<file path="src/rtl/rst_pkg.sv">
// rtl/rst_pkg.sv - shared state and path encodings for the reset sequencer
package rst_pkg;

   typedef enum logic [2:0] {
      PWR_HOLD = 3'd0,
      STEP     = 3'd1,
      RUN      = 3'd2,
      SW_HOLD  = 3'd3,
      DONE     = 3'd4
   } rst_state_t;

   // Selects where STEP goes after the last release: RUN after power-on, DONE after a software request
   typedef enum logic {
      PATH_PWR = 1'b0,
      PATH_SW  = 1'b1
   } rst_path_t;

   function automatic int idx_width(input int n);
      return (n > 1) ? $clog2(n) : 1;
   endfunction

endpackage

</file>
<file path="src/rtl/rst_delay_cnt.sv">
// rtl/rst_delay_cnt.sv - saturating delay counter shared by the hold and step waits
module rst_delay_cnt #(
   parameter int CNT_W        = 8,
   parameter int RESET_TARGET = 1
) (
   input  logic             CLK,
   input  logic             RST,
   input  logic             CLR,
   input  logic             EN,
   input  logic             LOAD,
   input  logic [CNT_W-1:0] TARGET,
   output logic             DONE
);

   logic [CNT_W-1:0] cnt;
   logic [CNT_W-1:0] tgt;

   // DONE marks the last cycle of a TARGET-cycle wait; the count stops there instead of wrapping
   always_ff @(posedge CLK or posedge RST) begin
      if (RST) begin
         cnt <= '0;
         tgt <= CNT_W'(RESET_TARGET);
      end else if (LOAD) begin
         cnt <= '0;
         tgt <= TARGET;
      end else if (CLR) begin
         cnt <= '0;
      end else if (EN && !DONE) begin
         cnt <= cnt + 1'b1;
      end
   end

   assign DONE = (cnt == tgt - 1'b1);

endmodule

</file>
<file path="src/rtl/rst_sequencer.sv">
// rtl/rst_sequencer.sv - power-on and software reset sequencer for downstream clock domains
module rst_sequencer
   import rst_pkg::*;
#(
   parameter int NUM_DOMAINS = 4,
   parameter int HOLD_CYCLES = 16,
   parameter int STEP_CYCLES = 8,
   parameter int CNT_W       = 8
) (
   input  logic                   CLK,
   input  logic                   RST,
   input  logic                   SW_RST_REQ,
   input  logic [NUM_DOMAINS-1:0] DOMAIN_MASK,
   output logic [NUM_DOMAINS-1:0] DOMAIN_RST_N,
   output logic                   SW_RST_ACK,
   output logic                   BUSY,
   output logic                   ALL_READY
);

   localparam int IDX_W = idx_width(NUM_DOMAINS);

   rst_state_t             state;
   rst_path_t              path;
   logic [IDX_W-1:0]       idx;
   logic [IDX_W-1:0]       nxt_idx;
   logic [IDX_W-1:0]       low_idx;
   logic                   nxt_found;
   logic [NUM_DOMAINS-1:0] cmask;
   logic [NUM_DOMAINS-1:0] dom_q;
   logic [NUM_DOMAINS-1:0] dom_rel;
   logic                   ack_q;
   logic                   busy_q;
   logic                   ready_q;
   logic                   cnt_done;
   logic                   cnt_clr;
   logic                   cnt_en;
   logic                   cnt_load;
   logic [CNT_W-1:0]       cnt_tgt;

   // Lowest set bit of the captured mask, and the next set bit above the current index
   always_comb begin
      nxt_found = 1'b0;
      nxt_idx   = idx;
      low_idx   = '0;
      for (int i = NUM_DOMAINS - 1; i >= 0; i--) begin
         if (cmask[i]) begin
            low_idx = IDX_W'(i);
         end
         if (cmask[i] && (i > int'(idx))) begin
            nxt_found = 1'b1;
            nxt_idx   = IDX_W'(i);
         end
      end
      dom_rel      = dom_q;
      dom_rel[idx] = 1'b1;
   end

   always_comb begin
      cnt_clr  = 1'b0;
      cnt_en   = 1'b0;
      cnt_load = 1'b0;
      cnt_tgt  = CNT_W'(HOLD_CYCLES);
      case (state)
         PWR_HOLD, SW_HOLD: begin
            cnt_en = 1'b1;
            if (cnt_done) begin
               cnt_load = 1'b1;
               cnt_tgt  = CNT_W'(STEP_CYCLES);
            end
         end
         STEP: begin
            if (!nxt_found) begin
               cnt_clr = 1'b1;
            end else if (cnt_done) begin
               cnt_load = 1'b1;
               cnt_tgt  = CNT_W'(STEP_CYCLES);
            end else begin
               cnt_en = 1'b1;
            end
         end
         RUN: begin
            if (SW_RST_REQ) begin
               cnt_load = 1'b1;
            end else begin
               cnt_clr = 1'b1;
            end
         end
         default: cnt_clr = 1'b1;
      endcase
   end

   rst_delay_cnt #(
      .CNT_W       (CNT_W),
      .RESET_TARGET(HOLD_CYCLES)
   ) u_delay_cnt (
      .CLK   (CLK),
      .RST   (RST),
      .CLR   (cnt_clr),
      .EN    (cnt_en),
      .LOAD  (cnt_load),
      .TARGET(cnt_tgt),
      .DONE  (cnt_done)
   );

   always_ff @(posedge CLK or posedge RST) begin
      if (RST) begin
         state   <= PWR_HOLD;
         path    <= PATH_PWR;
         idx     <= '0;
         cmask   <= '1;
         dom_q   <= '0;
         ack_q   <= 1'b0;
         busy_q  <= 1'b1;
         ready_q <= 1'b0;
      end else begin
         ack_q <= 1'b0;
         case (state)
            PWR_HOLD: begin
               if (cnt_done) begin
                  state <= STEP;
                  idx   <= low_idx;
               end
            end
            STEP: begin
               dom_q   <= dom_rel;
               ready_q <= &dom_rel;
               if (!nxt_found) begin
                  if (path == PATH_SW) begin
                     state <= DONE;
                  end else begin
                     state  <= RUN;
                     busy_q <= 1'b0;
                  end
               end else if (cnt_done) begin
                  idx <= nxt_idx;
               end
            end
            RUN: begin
               busy_q <= SW_RST_REQ;
               if (SW_RST_REQ) begin
                  cmask <= DOMAIN_MASK;
                  path  <= PATH_SW;
                  state <= (DOMAIN_MASK == '0) ? DONE : SW_HOLD;
               end
            end
            SW_HOLD: begin
               dom_q   <= dom_q & ~cmask;
               ready_q <= &(dom_q & ~cmask);
               if (cnt_done) begin
                  state <= STEP;
                  idx   <= low_idx;
               end
            end
            DONE: begin
               // BUSY stays high through the ACK cycle and drops with it on the next RUN cycle
               ack_q <= 1'b1;
               state <= RUN;
            end
            default: state <= PWR_HOLD;
         endcase
      end
   end

   assign DOMAIN_RST_N = dom_q;
   assign SW_RST_ACK   = ack_q;
   assign BUSY         = busy_q;
   assign ALL_READY    = ready_q;

endmodule

</file>
<file path="config.mk">
export PLATFORM = sky130hd
export DESIGN_NAME = rst_sequencer
export DESIGN_NICKNAME = d
export VERILOG_FILES = /design/src/rtl/rst_pkg.sv /design/src/rtl/rst_delay_cnt.sv /design/src/rtl/rst_sequencer.sv
export SDC_FILE = /design/constraint.sdc
export NUM_CORES = 1
export LEC_CHECK = 0
export BUFFER_PORTS_ARGS = -buffer_cell sky130_fd_sc_hd__buf_2
export CAP_MARGIN = 10
export CORE_MARGIN = 5
export CORE_UTILIZATION = 50
export CTS_BUF_LIST = sky130_fd_sc_hd__clkbuf_2 sky130_fd_sc_hd__clkbuf_4 sky130_fd_sc_hd__clkbuf_8
export DETAILED_ROUTE_END_ITERATION = 8
export PLACE_DENSITY = 0.72
export SYNTH_ARGS = -nofsm -noshare
export SYNTH_HDL_FRONTEND = slang
export SYNTH_SLANG_ARGS = --single-unit
</file>
<file path="constraint.sdc">
create_clock -name CLK -period 4.7 [get_ports CLK]
set_input_delay 0.235 -clock CLK [delete_from_list [all_inputs] [get_ports CLK]]
set_output_delay 0.235 -clock CLK [all_outputs]
set_load 0.005 [all_outputs]
</file>
Word-level counts from Yosys, hierarchy flattened
Cells that the tools add are included.
{"block": "totals", "input_bits": 7, "regBits": 33, "output_inout_bits": 7, "wordCells": 95}
{"block": "classes", "n_eq_ne": 12, "muxes": 44, "n_bitwise": 3, "order_cmp": 5, "reduce_logical": 19, "n_addsub": 2}
{"operator": "8-bit two-way mux", "count": 3}
{"operator": "2-bit two-way mux", "count": 10}
{"operator": "3-bit two-way mux", "count": 5}
{"operator": "1-bit two-way mux", "count": 14}
{"operator": "3-bit one-hot mux with 4 select lines", "count": 1}
{"operator": "5-bit two-way mux", "count": 2}
{"operator": "5-bit one-hot mux with 2 select lines", "count": 1}
{"operator": "8-bit by 1-bit adder with 8-bit output (second input constant)", "count": 1}
{"operator": "8-bit == test", "count": 1}
{"operator": "2-bit != test (second input constant)", "count": 4}
{"operator": "4-bit one-hot mux with 2 select lines", "count": 1}
{"operator": "4-bit AND reduction", "count": 2}
{"operator": "8-bit by 1-bit subtractor with 8-bit output (second input constant)", "count": 1}
{"operator": "3-bit by 2-bit == test with 1-bit output (second input constant)", "count": 2}
{"operator": "1-bit one-hot mux with 2 select lines", "count": 3}
{"operator": "1-bit one-hot mux with 3 select lines", "count": 2}
{"operator": "3-bit AND reduction", "count": 2}
{"operator": "2-bit nonzero test", "count": 3}
{"operator": "1-bit logical AND", "count": 5}
{"operator": "5-bit AND reduction", "count": 1}
{"operator": "4-bit bitwise AND", "count": 1}
{"operator": "2-bit > comparator (first input constant)", "count": 2}
{"operator": "4-bit logical NOT", "count": 1}
{"operator": "2-bit by 1-bit != test with 1-bit output (second input constant)", "count": 2}
{"operator": "other kinds (15)", "count": 15}

Logic depth before layout (Yosys ltp)
Gate-level depths: netlist of run 1.
{"block": "logic_depth", "ltp_word": 11, "mapped_depth": 6, "mapped_depth_nobuf": 6}

Modules after synthesis
Synthesis of run 1 repeated with hierarchy kept, for this count alone.
{"block": "hier_totals", "cells_unflattened": 221, "hier_area_um2": 2089.5}
{"module": "rst_delay_cnt", "cells_each": 117, "area_per_inst_um2": 1084.8, "seq_area_each_um2": 401.6, "instances": 1}
{"module": "rst_sequencer", "cells_each": 104, "area_per_inst_um2": 1004.7, "seq_area_each_um2": 431.7, "instances": 1}

Worst setup path before layout of run 1
No wires, ideal clock.
{"block": "synth_timing", "path_type": "reg-to-reg", "startpoint": "reg u_delay_cnt.tgt[4]", "endpoint": "reg idx[0]", "t_required_ns": 4.572, "path_slack_ns": 2.566, "setup_ns": 0.128, "period_less_slack_ns": 2.134, "n_path_buf": 0, "arrival_time_ns": 2.006, "path_stages_with_launch": 7, "path_cell_list": "dfstp_2 inv_1 ha_1 or3_4 a2111oi_4 o211ai_4 mux2_1"}
{"block": "synth_between", "elab_chain_cells": 4}
{"element": "from (decl)", "line_no": "rst_delay_cnt.sv:16", "source": "logic [CNT_W-1:0] tgt;"}
{"element": "from (signal assigned)", "line_no": "rst_delay_cnt.sv:22", "source": "tgt <= CNT_W'(RESET_TARGET);"}
{"element": "8-bit by 1-bit subtractor with 8-bit output (*)", "line_no": "rst_delay_cnt.sv:33", "source": "assign DONE = (cnt == tgt - 1'b1);"}
{"element": "8-bit == test (*)", "line_no": "rst_delay_cnt.sv:33"}
{"element": "2-bit by 1-bit != test with 1-bit output (no line)"}
{"element": "5-bit AND reduction (no line) (*)"}
{"element": "to (signal assigned)", "line_no": "rst_sequencer.sv:121", "source": "idx <= low_idx;"}
{"element": "to (signal assigned)", "line_no": "rst_sequencer.sv:135", "source": "idx <= nxt_idx;"}
{"element": "to (signal assigned)", "line_no": "rst_sequencer.sv:151", "source": "idx <= low_idx;"}
{"element": "to (decl)", "line_no": "rst_sequencer.sv:24", "source": "logic [IDX_W-1:0] idx;"}
Mark *: on every way between the ends. The rest lies on a longest branch, timed or not.
A chain may end at the register's enable or synchronous reset.

Worst setup path in the final report of run 1
{"block": "layout_timing", "startpoint": "reg u_delay_cnt.tgt[4]", "endpoint": "reg u_delay_cnt.cnt[4]"}
{"block": "layout_between", "elab_chain_cells": 7}
{"element": "8-bit by 1-bit subtractor with 8-bit output (*)", "line_no": "rst_delay_cnt.sv:33"}
{"element": "8-bit == test (*)", "line_no": "rst_delay_cnt.sv:33"}
{"element": "1-bit two-way mux", "line_no": "rst_sequencer.sv:74", "source": "end else if (cnt_done) begin"}
{"element": "1-bit two-way mux", "line_no": "rst_sequencer.sv:72", "source": "if (!nxt_found) begin"}
{"element": "1-bit one-hot mux with 2 select lines", "line_no": "rst_sequencer.sv:63", "source": "case (state)"}
{"element": "1-bit logical AND", "line_no": "rst_delay_cnt.sv:28", "source": "end else if (EN && !DONE) begin"}
{"element": "3-bit nonzero test (no line)"}
{"element": "to (signal assigned)", "line_no": "rst_delay_cnt.sv:29", "source": "cnt <= cnt + 1'b1;"}
{"element": "to (decl)", "line_no": "rst_delay_cnt.sv:15", "source": "logic [CNT_W-1:0] cnt;"}
Marked as above.

==> impl_metrics.toml, run 1 <==
[clock_network]
clkLatencyLatePin_ns = 0.34
cts_tree = "done"
cts_setup_buffers = 0
numCtsBuffers = 3
root_buffer = "clkbuf_4"
cts_buffer_depth = 2
cts_resized = 0
path_clk_slew_ns = 0.14
htreeDepth = 1
cts.sinks = 27
hold_buffers = 0

[global_route]
track_usage_pct = 15.82
globalRoute.busiestLayer = "met2"
overflow = 0
grt_pass1_vias = 1143
global_route.usage.met1_pct = 20.99
grt_start_max_net_pins = 28
grt_pass1_wl_um = 5181
met3_usage_pct = 2.277
use_met2_pct = 25.26
antenna_found_initial = 0

[detailed_routing]
routedWlPerCell_um = 15.06
drc = 0
drt-total-wl_um = 2862
drt-initial-drc-count = 38
firstDrtPassIters = 4
antenna_left = 0
via_per_inst = 5.879
num_vias = 1117

[place]
place_congestion = 0.8325
placed_cell_area_um2 = 1569
portBuffers = 13
place_ws_ns = 2.447
place_hpwl_um = 2104

[timing]
max_freq_mhz = 441.7
period_share_pct = 48.17
fin_setup_tns_ns = 0
relSlewSlack_pct = 32.24
fin_ws_ns = 2.436
drv_slew = 0
finalCriticalPeriod_ns = 2.264
timing.hold.ws_ns = 0.1127
rsz0062_at_grt = "no"
setup_viol_count_final = 0
hold_violations = 0
fin_skew_ns = 0.005559
tightest_slew_ns = 1.015

[setup_path]
start_kind = "flop"
endpoint_kind = "flop"
crit_start = "u_delay_cnt.tgt[4]"
path_delay_family = "compound AO/OA/AOI/OAI gates"
path_cells = "inv_1, ha_1, or3_4, a2111oi_4, o2bb2ai_1, nor2_1"
critPathMaxStageDelay_ns = 0.56
reg2reg_setup_slack_ns = 2.44
r2r-start = "u_delay_cnt.tgt[4]"
crit_buf_inv = 1
cp.required_ns = 4.91
critPathArrivalTime_ns = 2.47
crit_path_top_delay_cell = "dfstp_2"
crit_fanout = 8
crit_type = "reg -> reg"

[cells_and_area]
syn2layout_area_growth_pct = 8.213
drive_above_1_share_pct = 23.27
insertedDiodeCount = 0
nets = 169
stdcell_area_um2 = 1599

[floorplanning]
dieArea_um2 = 4142
core_um2 = 2805
num_rows = 19
die_h_um = 64.36
die_x_um = 64.36
initial_utilization_pct = 52.68
io_pins = 14

[synth]
syn_area_um2 = 1478
synth_edf_count = 0
ys_seq_area_share_pct = 46.23
synth_cell_types = 46
yosys_warnings = 0
synthesis.nets = 154
avgSynthCellArea_um2 = 10.19
async_reset_ff_share_pct = 100.0
synthCells = 145
synth-seq-cells = 27
synth_top_flop_cell = "dfrtp_1"

[pwr]
ir_drop_mv = 0.3140
power.total_uw = 936.7
leakagePower_uw = 0.0006873
power.density_nw_per_um2 = 585.8

[run]
cap_violations = 0

[worst_hold_path]
worst_hold_path_type = "in -> async"

[outcome]
run_status = "completed"
-- flip-flops by register name, indices dropped and copies added, names as in the netlist --
name             count
ALL_READY            1
BUSY                 1
DOMAIN_RST_N         4
SW_RST_ACK           1
cmask                4
idx                  2
path                 1
state                3
u_delay_cnt.cnt      8
u_delay_cnt.tgt      2
-- synthesized netlist by cell type (2+ instances only) --
cell	count	area share [%]
xor2_1	3	1.8
dfrtp_1	21	36
mux2_2	4	3.0
a221oi_1	2	1.2
nand2_1	14	3.6
o21ai_0	8	2.7
nand2b_1	3	1.3
ha_1	2	1.7
a21oi_1	4	1.4
inv_1	7	1.8
nor2b_1	6	2.5
o21bai_1	2	1.0
a2111oi_4	2	3.7
nor3_1	3	1.0
a31oi_1	2	0.85
nor2_1	15	3.8
nand3b_1	2	1.0
xnor2_1	5	3.0
dfstp_2	6	11
nand3_1	5	1.7
and2b_1	2	1.0
and2_1	2	0.85
clkbuf_1	2	0.51
-- per-stage QoR --
| step | std cells | utilization [%] |
|---|---|---|
| after floorplan | 145 | - |
| after global placement | 186 | 55.93 |
| after detailed placement | 186 | 55.93 |
| after CTS | 190 | 57.00 |
| after global routing | 190 | 57.00 |
| final | 190 | 57.00 |
-- cell families (layout without fill, tap and decap cells) --
family | count (synthesis) | in the layout | share of synthesized area (%)
AOI/OAI and AO/OA | 31 | 31 | 18.54
and+or+nand+nor | 61 | 61 | 21.68
adders and majority gates | 2 | 2 | 1.693
xor gates and xnor gates | 8 | 8 | 4.742
muxes | 6 | 6 | 4.487
buffers and inverters | 10 | 24 | 2.625
DFF | 27 | 27 | 46.23
-- cells in the final DEF (no fill, tap or decap), types with 4 or more instances in the layout --
cell type	instances
dfstp_2	6
nand2_1	14
buf_2	13
inv_1	7
clkbuf_4	4
xnor2_1	5
dfrtp_1	21
mux2_2	4
nand3_1	5
nor2_1	15
o21ai_0	8
nor2b_1	6
a21oi_1	4
-- power breakdown --
part           switching, uW  total [uW]  internal, uW  leakage [uW]
combinational            215         403           188      0.000348
sequential              96.0         423           327      0.000321
clock                   70.9         110          39.2     0.0000184
total                    382         937           555      0.000687
-- layer usage --
metal  vias to the layer above  wire, um
met1                       554      1376
met5                         -         0
met2                        21      1335
met4                         0        80
li1                        535         -
met3                         7        69
-- worst paths after layout --
path / end / cells past startpoint
min reg2reg: u_delay_cnt.cnt[0] / 1
max: u_delay_cnt.cnt[4] / 6
min in group CLK: cmask[3] / 2
max reg2reg: u_delay_cnt.cnt[4] / 6
max in group asynchronous: u_delay_cnt.cnt[5] / 2
min: u_delay_cnt.cnt[1] / 2
-- cell type report --
cell class | count | area, um2
fillers | 252 | 1206
multi-input cells | 108 | 755.7
flip-flops and latches | 27 | 683.2
repair buffers | 13 | 65.06
well taps | 31 | 38.79
clock buffers | 4 | 30.03
inverters | 7 | 26.28
Note: power is estimated with default switching activity, not from simulation.
==> inputs of run 2 (changes only) <==
--- a/config.mk
+++ b/config.mk
@@ -5,13 +5,14 @@
 export SDC_FILE = /design/constraint.sdc
 export NUM_CORES = 1
 export LEC_CHECK = 0
+export ABC_AREA = 1
 export BUFFER_PORTS_ARGS = -buffer_cell sky130_fd_sc_hd__buf_2
 export CAP_MARGIN = 10
 export CORE_MARGIN = 5
 export CORE_UTILIZATION = 50
 export CTS_BUF_LIST = sky130_fd_sc_hd__clkbuf_2 sky130_fd_sc_hd__clkbuf_4 sky130_fd_sc_hd__clkbuf_8
 export DETAILED_ROUTE_END_ITERATION = 8
-export PLACE_DENSITY = 0.72
+export PLACE_DENSITY = 0.74
 export SYNTH_ARGS = -nofsm -noshare
 export SYNTH_HDL_FRONTEND = slang
 export SYNTH_SLANG_ARGS = --single-unit
==> constraint.sdc (replaced) <==
create_clock -name CLK -period 1.8 [get_ports CLK]
set_input_delay 0.09 -clock CLK [delete_from_list [all_inputs] [get_ports CLK]]
set_output_delay 0.09 -clock CLK [all_outputs]
set_load 0.005 [all_outputs]
==> impl_metrics.toml, run 2 <==
[outcome]
run_status = "completed"

[setup_path]
cp.depth = 9
endpoint_kind = "flop"
crit_fanout = 5
critPathMaxStageDelay_ns = 0.54
reg2reg_depth = 9
crit_type = "reg -> reg"
crit_top_cell = "nand2_1"
path_cells = "inv_1, ha_4, or2_0, nand2_1, nand3_4, nand2_4, nand2_2, nand2_1, nand2_1"
crit_buf_inv = 1
cp.required_ns = 2.03
path_delay_family = "simple AND/OR/NAND/NOR gates"
critPathArrivalTime_ns = 1.86
crit_path_top_delay_cell = "dfstp_2"
start_kind = "flop"

[synth]
synth_edf_count = 0
synth_top_family_by_area = "simple AND/OR/NAND/NOR gates"
yosys_warnings = 0
synth-seq-cells = 27
synth_top_flop_cell = "dfrtp_1"
async_reset_ff_share_pct = 100.0
synth_cell_types = 27
synth_common_cells = "nand2_1, inv_1, nor2_1"
syn_area_um2 = 1590
avgSynthCellArea_um2 = 7.131
synth_top_cell_by_area = "dfrtp_1"
synth_compound_area_share_pct = 7.396
ys_seq_area_share_pct = 42.96
netlist.area_leader.share_pct = 33.04
synthMuxAreaShare_pct = 0
synthAdderAreaFrac_pct = 1.574
synthTopCellsByArea = "dfrtp_1, nand2_1, dfstp_2"
synthXorXnorAreaFrac_pct = 1.101
yosys.area_share.simple_pct = 37.45
synthCells = 223
synth_most_common_cell = "nand2_1"
synthesis.nets = 232

[timing]
fin_setup_tns_ns = 0
fin_ws_ns = 0.1679
timing.hold.ws_ns = 0.1558
fin_skew_ns = 0.001378
setup_viol_count_final = 0
relSlewSlack_pct = 77.02
tightest_slew_ns = 0.3447
hold_violations = 0
finalCriticalPeriod_ns = 1.632
drv_slew = 0
period_share_pct = 90.67
max_freq_mhz = 612.7
rsz0062_at_grt = "no"

[pwr]
switching_share_pct = 47.20
clockPowerShare_pct = 9.2
power.total_uw = 2863
seq_power_share_pct = 38.9
comb_power_share_pct = 51.9
ir_drop_mv = 0.8004
power.density_nw_per_um2 = 1566
leakagePower_uw = 0.0009822
power.switching_uw = 1351
p_int_uw = 1512

[global_route]
globalRoute.busiestLayer = "met2"
overflow = 0
met3_usage_pct = 2.381
antenna_found_initial = 0
use_met2_pct = 28.00
grt_pass1_wl_um = 5865
track_usage_pct = 16.95
grt_start_max_net_pins = 28
global_route.usage.met1_pct = 22.57
grt_pass1_vias = 1387

[detailed_routing]
firstDrtPassIters = 4
drt-total-wl_um = 3224
antenna_left = 0
routedWlPerCell_um = 11.12
drc = 0
drt-initial-drc-count = 54
via_per_inst = 4.800
num_vias = 1392

[worst_hold_path]
hold_depth = 5
worst_hold_path_type = "in -> reg"

[place]
place_hpwl_um = 2433
place_ws_ns = 0.04610
place_congestion = 0.8609
portBuffers = 13

[cells_and_area]
largest_register_ffs = 8
final_common_cell = "nand2_1"
top_register = "u_delay_cnt.cnt"
insertedDiodeCount = 0
drive_above_1_share_pct = 18.29
nets = 256
postLayoutCoreUtil_pct = 59.88
most-common-layout-cells = "nand2_1, inv_1, nor2_1, dfrtp_1, buf_2"
syn2layout_area_growth_pct = 14.95

[floorplanning]
io_pins = 14
dieArea_um2 = 4408
core_um2 = 3053
die_h_um = 66.40
initial_utilization_pct = 52.09
die_x_um = 66.40
num_rows = 20

[clock_network]
cts_setup_buffers = 0
htreeDepth = 1
cts.sinks = 27
numCtsBuffers = 3
cts_buffer_depth = 2
cts_tree = "done"
path_clk_slew_ns = 0.15
root_buffer = "clkbuf_4"
clkLatencyLatePin_ns = 0.32

[run]
cap_violations = 0
run 2: cell types whose count changed in the layout (fill, tap and decap cells not counted), moves of 3 or more:
cell / before / now
nand2b_1: 3 / 0
nand3_1: 5 / 12
inv_2: 0 / 3
nand3b_1: 2 / 5
xnor2_1: 5 / 1
mux2_2: 4 / 0
nor2_1: 15 / 29
nand2_4: 0 / 5
nor2b_1: 6 / 0
nand2_2: 0 / 5
dlygate4sd3_1: 0 / 5
inv_1: 7 / 33
nand2_1: 14 / 65
o21ai_0: 8 / 12
run 2: area by class of cell:
| class | count | area, um2 |
|---|---|---|
| clock buffer | 3 | 22.52 |
| clock inverter | 1 | 5.005 |
| fill | 302 | 1225 |
| inverter | 38 | 146.4 |
| multi-input combinational | 157 | 785.8 |
| sequential | 27 | 683.2 |
| tap | 44 | 55.05 |
| timing repair buffer | 20 | 130.1 |
run 2: power by group through the flow:
stage | clock [uW] | combinational (uW) | sequential, uW
floorplan | 0 | 1090 | 1080
global placement | 0 | 1380 | 1120
detailed placement | 0 | 1410 | 1120
CTS | 274 | 1430 | 1110
global route | 299 | 1720 | 1150
finish | 264 | 1490 | 1110
run 2: cell families after synthesis:
family | after synthesis
simple gates | 131
fa+ha+maj | 2
xor+xnor | 2
flops | 27
buf+inv | 39
compound gates | 22
run 2: timing repair:
item	in CTS	in global routing
hold buffers	5	0
resized for setup	0	6
hold endpoints to repair	25	0
endpoints found under the setup margin	0	9
run 2: final timing paths:
path,from,to,slack [ns]
setup / recovery,u_delay_cnt.tgt[4],state[0],0.17
hold / removal,SW_RST_REQ,BUSY,0.16
setup reg to reg,u_delay_cnt.tgt[4],state[0],0.17
hold reg to reg,BUSY,BUSY,0.47
max in group asynchronous,RST,cmask[3],1.15
min in group asynchronous,RST,idx[0],0.35
run 2: routing by layer:
layer	share of wire [%]	wire, um
met5	0	0
met4	1.2	40
met3	2.3	74
met2	48	1555
met1	48	1553
run 2: worst min-delay path, cell delays in order:
cell	delay [ns]
buf_2	0.11
inv_1	0.05
nor2_1	0.05
inv_1	0.13
nand2_1	0.07
run 2: stage by stage:
step	cells	instance area, um2
after CTS	290	1798
after global placement	281	1720
after detailed placement	281	1720
after global routing	290	1828
after floorplan	223	1590
final	290	1828
==> inputs of run 3 (changes only) <==
--- a/config.mk
+++ b/config.mk
@@ -5,14 +5,14 @@
 export SDC_FILE = /design/constraint.sdc
 export NUM_CORES = 1
 export LEC_CHECK = 0
-export ABC_AREA = 1
 export BUFFER_PORTS_ARGS = -buffer_cell sky130_fd_sc_hd__buf_2
 export CAP_MARGIN = 10
 export CORE_MARGIN = 5
-export CORE_UTILIZATION = 50
+export CORE_UTILIZATION = 40
 export CTS_BUF_LIST = sky130_fd_sc_hd__clkbuf_2 sky130_fd_sc_hd__clkbuf_4 sky130_fd_sc_hd__clkbuf_8
 export DETAILED_ROUTE_END_ITERATION = 8
-export PLACE_DENSITY = 0.74
+export PLACE_DENSITY = 0.63
+export SLEW_MARGIN = 25
 export SYNTH_ARGS = -nofsm -noshare
 export SYNTH_HDL_FRONTEND = slang
 export SYNTH_SLANG_ARGS = --single-unit
==> impl_metrics.toml, run 3 (synthesized netlist as in run 1, its figures left out) <==
[setup_path]
path_cells = "inv_2, ha_4, or3_4, a2111oi_4, buf_4, o211ai_4, mux2_4"
crit_type = "reg -> reg"
crit_path_top_delay_cell = "dfstp_2"
crit_fanout = 4
critPathMaxStageDelay_ns = 0.55
critPathArrivalTime_ns = 2.23
cp.required_ns = 1.96
endpoint_kind = "flop"
start_kind = "flop"

[floorplanning]
io_pins = 14
die_x_um = 70.78
core_um2 = 3633
num_rows = 22
initial_utilization_pct = 40.67
die_h_um = 70.78
dieArea_um2 = 5010

[detailed_routing]
firstDrtPassIters = 4
routedWlPerCell_um = 13.83
num_vias = 1171
antenna_left = 0
via_per_inst = 5.228
drt-total-wl_um = 3097
drt-initial-drc-count = 24
drc = 0

[clock_network]
numCtsBuffers = 3
clkLatencyLatePin_ns = 0.27
htreeDepth = 1
root_buffer = "clkbuf_8"
path_clk_slew_ns = 0.10
cts.sinks = 27
cts_buffer_depth = 2
cts_tree = "done"

[cells_and_area]
nets = 186
fin_cells = 224
syn2layout_area_growth_pct = 22.86
stdcell_area_um2 = 1815
final_common_cell = "dfrtp_1"
postLayoutCoreUtil_pct = 49.97
largest_register_ffs = 8
top_register = "u_delay_cnt.cnt"
most-common-layout-cells = "dfrtp_1, buf_4, nand2_1, nor2_1, buf_2"
insertedDiodeCount = 0
seq_area_um2 = 683.2
drive_above_1_share_pct = 34.09
multiInputGateArea_um2 = 802.0
fillers = 342

[global_route]
antenna_found_initial = 0
grt_start_max_net_pins = 28
grt_pass1_vias = 1117
grt_pass1_wl_um = 5319
overflow = 0
track_usage_pct = 12.94

[timing]
period_share_pct = 115.1
hold_violations = 0
setup_viol_count_final = 14
finalCriticalPeriod_ns = 2.071
tightest_slew_ns = 0.6184
fin_ws_ns = -0.2710
rsz0062_at_grt = "yes"
max_freq_mhz = 482.9
relSlewSlack_pct = 58.39
drv_slew = 0
fin_skew_ns = 0.009093

[pwr]
leakagePower_uw = 0.0007839
ir_drop_mv = 0.7487
power.total_uw = 2801
power.density_nw_per_um2 = 1543

[place]
place_ws_ns = -0.2828
dp_cells = 215
placed_cell_area_um2 = 1697
place_congestion = 0.8104
portBuffers = 13
place_hpwl_um = 2182

[run]
cap_violations = 0

[outcome]
violations = "setup timing"
run_status = "finished with violations"

[worst_hold_path]
worst_hold_path_type = "in -> reg"
[run 3: changes by cell type in the layout (fill, tap and decap cells not counted), moves of 6 or more]
cell and delta:
nand2_1 -51, inv_1 -27, nand3_1 -7, nor2b_1 +6, nor2_1 -16, buf_4 +14
[run 3: repair_timing]
item	in CTS	in global routing
buffers inserted	2	2
gates resized for setup	4	1
setup endpoints to repair	14	14
hold buffers	1	0
pin swaps	8	2
cloned	0	0
hold endpoints to repair	21	0
[run 3: worst paths after layout]
kind	startpoint	endpoint	slack, ns	cells past startpoint
min reg2reg	u_delay_cnt.cnt[0]	u_delay_cnt.cnt[0]	0.48	1
min	DOMAIN_MASK[1]	cmask[1]	0.07	2
max in group asynchronous	RST	cmask[1]	1.08	4
max reg2reg	u_delay_cnt.tgt[4]	idx[0]	-0.27	7
max	u_delay_cnt.tgt[4]	idx[0]	-0.27	7
min in group asynchronous	RST	DOMAIN_RST_N[0]	0.41	4
[run 3: layer usage]
layer	share of wire, %	GRT usage (%)
met2	49	22.45
met4	0.74	2.714
met3	3.8	2.557
met1	47	16.74
met5	0	0
[run 3: cell type report]
class / count / share of cell area (%)
Timing Repair Buffer: 30 / 10.75
Clock buffer: 4 / 2.688
Sequential cell: 27 / 37.63
Inverter: 7 / 1.447
Multi-Input combinational cell: 108 / 44.18
Tap cell: 48 / 3.308
[run 3: power breakdown]
| part | switching (uW) | total, uW | internal [uW] |
|---|---|---|---|
| Combinational | 735 | 1420 | 681 |
| Sequential | 169 | 1030 | 856 |
| Clock | 186 | 360 | 174 |
[run 3: metrics by stage]
| stage | hold WS [ns] | setup TNS, ns |
|---|---|---|
| 2_1_floorplan | 0.1383 | -1.359 |
| 3_3_place_gp | 0.1656 | -2.542 |
| 3_5_place_dp | 0.1748 | -3.014 |
| 4_1_cts | 0.06151 | -1.917 |
| 5_1_grt | 0.05394 | -4.440 |
| 6_report | 0.06511 | -2.992 |
[run 3: worst max-delay path: cells and delay by family (launching register included)]
family | cells | cell delay (ns)
DFF | 1 | 0.55
AOI/OAI and AO/OA | 2 | 0.38
and+or+nand+nor | 1 | 0.33
muxes | 1 | 0.32
buffers and inverters | 2 | 0.23
adders and majority gates | 1 | 0.14
